==> config.mk <==
export PLATFORM = sky130hd
export DESIGN_NAME = regfile_scoreboard
export DESIGN_NICKNAME = d
export VERILOG_FILES = /design/src/rtl/regfile_scoreboard.sv
export SDC_FILE = /design/constraint.sdc
export NUM_CORES = 2
export LEC_CHECK = 0
export CAP_MARGIN = 20
export CORE_MARGIN = 5
export CORE_UTILIZATION = 63
export DETAILED_ROUTE_END_ITERATION = 8
export HOLD_SLACK_MARGIN = 0.02
export MAX_ROUTING_LAYER = met4
export PLACE_DENSITY_LB_ADDON = 0.3
export RECOVER_POWER = 100
export SKIP_LAST_GASP = 1
export SYNTH_ARGS = -nofsm -noshare
export SYNTH_HDL_FRONTEND = slang
export SYNTH_SLANG_ARGS = --single-unit
==> constraint.sdc <==
create_clock -name clk -period 3.4 [get_ports clk]
set_input_delay 0.68 -clock clk [delete_from_list [all_inputs] [get_ports clk]]
set_output_delay 0.68 -clock clk [all_outputs]
set_load 0.05 [all_outputs]
==> src/rtl/regfile_scoreboard.sv <==
// Register file with a per-register busy scoreboard: two combinational read ports, one write port, one issue port.
// Optional macro REGFILE_BYPASS_EN forwards same-cycle writeback data to matching read ports.
module regfile_scoreboard #(
  parameter  int NUM_REGS = 32,
  parameter  int DATA_W   = 64,
  localparam int AW       = $clog2(NUM_REGS)
) (
  input  logic              clk,
  input  logic              rst_n,
  input  logic [AW-1:0]     rs1,
  input  logic [AW-1:0]     rs2,
  output logic [DATA_W-1:0] read_data1,
  output logic [DATA_W-1:0] read_data2,
  output logic              rs1_busy,
  output logic              rs2_busy,
  input  logic              issue_valid,
  input  logic [AW-1:0]     issue_rd,
  input  logic              reg_write,
  input  logic [AW-1:0]     rd,
  input  logic [DATA_W-1:0] write_data
);

  logic [DATA_W-1:0]   regs_q [NUM_REGS];
  logic [NUM_REGS-1:0] busy_q;
  logic [NUM_REGS-1:0] busy_d;
  logic                wr_en;
  logic                iss_en;
  logic                hit1;
  logic                hit2;

  // Index 0 is hardwired: never written, never marked busy.
  assign wr_en  = reg_write   && (rd != '0);
  assign iss_en = issue_valid && (issue_rd != '0);

  // NOTE: in combinational blocks, blocking assignments in order let the later
  // statement override; placing the set after the clear makes a new producer win.
  always_comb begin
    busy_d = busy_q;
    if (wr_en)  busy_d[rd]       = 1'b0;
    if (iss_en) busy_d[issue_rd] = 1'b1;
  end

  // NOTE: the storage array is reset on purpose, because the architectural state
  // must read as zero the instant reset asserts; most RAM-like arrays should not be.
  always_ff @(posedge clk or negedge rst_n) begin
    if (!rst_n) begin
      busy_q <= '0;
      for (int i = 0; i < NUM_REGS; i++) regs_q[i] <= '0;
    end else begin
      busy_q <= busy_d;
      if (wr_en) regs_q[rd] <= write_data;
    end
  end

`ifdef REGFILE_BYPASS_EN
  // Gated by rst_n so in-flight writes are not forwarded while in reset.
  assign hit1 = rst_n && wr_en && (rd == rs1);
  assign hit2 = rst_n && wr_en && (rd == rs2);
`else
  assign hit1 = 1'b0;
  assign hit2 = 1'b0;
`endif

  always_comb begin
    read_data1 = regs_q[rs1];
    rs1_busy   = busy_q[rs1];
    if (hit1) begin
      read_data1 = write_data;
      rs1_busy   = iss_en && (issue_rd == rs1);
    end
    if (rs1 == '0) begin
      read_data1 = '0;
      rs1_busy   = 1'b0;
    end
  end

  always_comb begin
    read_data2 = regs_q[rs2];
    rs2_busy   = busy_q[rs2];
    if (hit2) begin
      read_data2 = write_data;
      rs2_busy   = iss_en && (issue_rd == rs2);
    end
    if (rs2 == '0) begin
      read_data2 = '0;
      rs2_busy   = 1'b0;
    end
  end

endmodule

; After elaboration in Yosys (flattened, before gate mapping)
; Cells that the tools add are included.
[word_totals]
ff_bits = 2080
in_bits = 88
[classes]
order_cmp = 10
muxes = 23
bitwise = 6
n_reduce_logical = 9
[op_table]
columns = operator, n
row1 = $bwmux 2048, 1
row2 = $bmux 64 s5, 2
row3 = $mux 64, 7
row4 = $demux 64 s5, 1
row5 = $mux 32, 2
row6 = $and 32x32->32, 1
row7 = $not 32->32, 1
row8 = $or 32x32->32, 1
row9 = $lt 5x6->1 const B, 4
row10 = $ge 6x6->1 const B, 3
row11 = $not 5->6, 3
row12 = $bmux 1 s5, 2
row13 = $demux 1 s5, 2
row14 = $ge 5x1->1 const B, 2
row15 = $logic_not 5->1, 2
row16 = $reduce_bool 5->1, 2
row17 = $lt 6x1->1 const B, 1
row18 = $mux 1, 6
row19 = $logic_and 1x1->1, 5

; Depth between registers and ports, before layout
[logic_depth]
depth_word = 9
mapped_depth = 10
depth_no_buf = 4

; Least setup slack after synthesis
; OpenSTA, ideal clock, no wires.
[synth_path]
kind = input-to-output
startpoint = input rs1[1]
endpoint = output read_data1[38]
t_arrival_ns = 4.198
t_required_ns = 2.720
slack_ns = -1.478
stages = 7
n_path_buf = 5
path_cell_list = buf_4 buf_4 buf_2 buf_2 buf_2 a21oi_1 a2111oi_0
[synth_via]
elab_chain_len = 5
[synth_rtl]
columns = element, line
row1 = start: declaration, 10  ; input logic [AW-1:0] rs1,
row2 = $not 5->6 (not written as such), 65  ; read_data1 = regs_q[rs1];
row3 = $bmux 64 s5, 65
row4 = $mux 64 (not written as such) (2 in a row), 65
row5 = $mux 64 (*), 71  ; if (rs1 == '0) begin
row6 = end: declaration, 12  ; output logic [DATA_W-1:0] read_data1,
; Every way passes the cells marked *; elsewhere a longest branch is shown, timed or not. The select of a mux whose other input is x is not followed.

; Worst setup path in the final report
[layout_path]
startpoint = register regs_q[197] (netlist name)
endpoint = output read_data1[5]
[layout_via]
elab_chain_len = 4
[layout_rtl]
columns = element, line
row1 = start: declaration, 23  ; logic [DATA_W-1:0] regs_q [NUM_REGS];
row2 = start signal: indexed assignment, 51  ; if (wr_en) regs_q[rd] <= write_data;
row3 = $bmux 64 s5, 65
row4 = $mux 64 (not written as such) (2 in a row), 65
row5 = $mux 64, 71
; Every way passes these cells. The select of a mux whose other input is x is not followed.

==> out/metrics.yaml <==
routing:
  drc_errors: 0
  drtIter0Drc: 9064
  routed_via_density: 7.39
  wl_per_cell_um: 36.6
  postRouteAntennaNets: 0
  first_pass_iters: 6
  drt-total-wl_mm: 360
  vias: 72600
pwr:
  ir_drop_mv: 0.492
  p_leak_nw: 56.6
  power_density_mw_per_mm2: 600
  total_power_w: 0.0776
final_layout:
  multi_input_area_sq_mm: 0.0552
  areaGrowthSynthToFinish_pct: 17.9
  nets: 7378
  regArea_sq_mm: 0.0520
  finalInstanceArea_sq_mm: 0.129
  layout-drive-gt1-share_pct: 60.0
  final_cell_mix: "dfrtp_1 (2080), mux2_2 (1961), mux4_2 (1110)"
  nFillCells: 9944
  final_common_cell: "dfrtp_1"
status:
  violations: "capacitance limit, slew limit, setup timing"
  outcome: "finished, violations left"
cts:
  clk_root_buffer_cell: "clkbuf_16"
  path_clk_slew_ns: 0.06
  cts_tree: "built"
  numCtsBuffers: 211
  h-tree-depth: 4
  clk_latency_ns: 0.84
  cts_sinks: 2080
  ctsLongestPathBuffers: 3
critical_path:
  max_stage_delay_ns: 0.53
  path_depth: 6
  reg2reg_from: "regs_q[517]"
  critPathCaptureType: "output pin"
  critPathLaunch: "regs_q[197]"
  worstSetupPathType: "reg -> out"
  cpLargestDelayFamily: "multiplexers"
  worst_setup_path_start_kind: "flip-flop"
  r2r_cells: 3
  crit_buf_inv: 2
  worst_path_most_repeated_cell: "mux4_2"
  critical_path.cell_chain: "mux4_2 -> mux4_2 -> a2bb2oi_2 -> o21ai_1 -> buf_4 -> buf_12"
  worstPathRequired_ns: 2.72
  worstPathArrival_ns: 2.90
  cp_max_fo: 3
  worst_path_max_delay_cell: "mux4_2"
sta:
  hold_slack_ns: 0.373
  hold_viol_final: 0
  rsz0062_at_grt: "yes"
  slew_headroom_pct: -52.9
  slew_viol_final: 313
  max_freq_mhz: 279
  finalCritPeriodShare_pct: 105
  setup_violations: 66
  period_needed_ns: 3.58
  skew_ns: 0
  fin_ws_ns: -0.184
  worst_pin_slew_ns: 2.29
floorplan:
  top_level_ports: 218
  fp.dieH_um: 427
  initial_core_util_pct: 63.2
  num_rows: 153
  dieArea_sq_mm: 0.183
  core_area_sq_mm: 0.173
  die_w_um: 427
global_routing:
  grt_max_degree: 168
  grt_usage_pct: 40.9
  gr-total-overflow: 0
  grt_pass1_vias: 76000
  antenna_found_initial: 27
  grt_pass1_wl_mm: 526
placement:
  dpl.hpwl_mm: 218
  gp_congestion: 0.898
  port_buffers: 217
  placed_cell_area_sq_mm: 0.120
synthesis:
  syn-num-nets: 6927
  yosys_warnings: 0
  synth_area_leaders: "dfrtp_1 (47%), mux4_2 (23%), mux2_2 (20%), mux2i_1 (2.8%), clkbuf_1 (1.7%)"
  synth_area_sq_mm: 0.110
  yosysTopAreaCellShare_pct: 47.5
  synth_edf_count: 0
  yosysUniqueCellTypes: 59
  avgSynthCellArea_sq_um: 16.0
  async_reset_ff_share_pct: 100
  synth-seq-cells: 2080
  synth-main-ff-cell: "dfrtp_1"
  synth_top_area_cell: "dfrtp_1"
  yosysSeqAreaShare_pct: 47.5
  synth_cells: 6839
run:
  drv_cap: 10
hold_path:
  hold_depth: 0
  min_from: "regs_q[2008]"
  min_path_type: "reg -> reg"
## state kept, by name (all words and copies together) (netlist names)
name	flops
regs_q	2048
busy_q	32
## final timing paths
path,end,slack [ns]
worst max-delay path,read_data1[5],-0.18
worst min-delay path,regs_q[2008],0.37
worst max register to register,regs_q[517],2.37
worst min register to register,regs_q[2008],0.37
max in group asynchronous,regs_q[1796],0.21
min in group asynchronous,regs_q[624],0.88
## layer usage
metal / vias up / part of all wire (%) / global-route usage (%)
li1: 27700 / - / -
met1: 38700 / 35 / 52.4
met2: 4775 / 46 / 59.4
met3: 1366 / 11 / 10.9
met4: 0 / 7.2 / 24.1
met5: - / 0 / -
## stage by stage
stage	std cells	setup TNS, ns	setup WS, ns	util, %
after global routing	9819	-16.41	-0.221	74.6
after CTS	9718	-3.01	-0.148	75.0
final	9823	-2.42	-0.184	74.6
after floorplan	6839	-0.338	-0.155	-
after detailed placement	9202	-16.93	-0.411	69.0
after global placement	9201	-25.41	-0.387	69.0
## cells by family after synthesis
family	Yosys count	share of synthesized area, %
muxes	3422	46.2
AOI/OAI and AO/OA	351	2.25
buffers and inverters	806	3.26
DFF	2080	47.5
and+or+nand+nor	180	0.853
## what timing repair did
item                       CTS  global route
pin swaps                   37            27
setup endpoints to repair  126            94
setup buffers               97            75
cloned                      29             7
hold endpoints to repair    29             0
resized for setup          290            86
hold buffers                 1             0
## worst reg2reg max path, stage by stage, from the launching register on
cell     delay [ns]
dfrtp_1        0.40
buf_4          0.14
buf_4          0.12
mux2_2         0.25
## area by class of cell
class / count / share of cell area (%)
Antenna cell: 30 / 0.0580
Clock buffer: 307 / 4.83
Clock inverter: 84 / 0.879
Inverter: 3 / 0.0184
Multi-Input combinational cell: 3953 / 42.7
Sequential cell: 2080 / 40.2
Tap cell: 2325 / 2.25
Timing Repair Buffer: 1041 / 9.01
## synth_stat cells (all sizes together) (2+ instances only)
library cell,instances
and3,5
a21oi,14
dfrtp,2080
a22oi,12
inv,3
clkbuf,495
nor4,9
nor2,30
and2,3
nor3b,8
mux2,2007
o31ai,4
mux4,1110
o22ai,74
nor3,8
a22o,18
o31a,2
o21ai,76
nand2b,11
a32o,8
o22a,15
or3b,2
or2,6
a2bb2oi,35
a32oi,6
nor2b,15
or3,3
nand3,4
a211oi,7
o221ai,19
mux2i,305
nand2,64
a21o,47
o211ai,2
nand3b,6
a211o,5
buf,308
nand4b,3
## power by group
part           leakage [nW]  total (W)  switching (W)  internal [W]
Sequential             26.7     0.0332        0.00376        0.0295
Combinational          26.3     0.0195        0.00825        0.0113
Clock                  3.67     0.0248         0.0102        0.0146
Note: power is estimated with default switching activity, not from simulation.
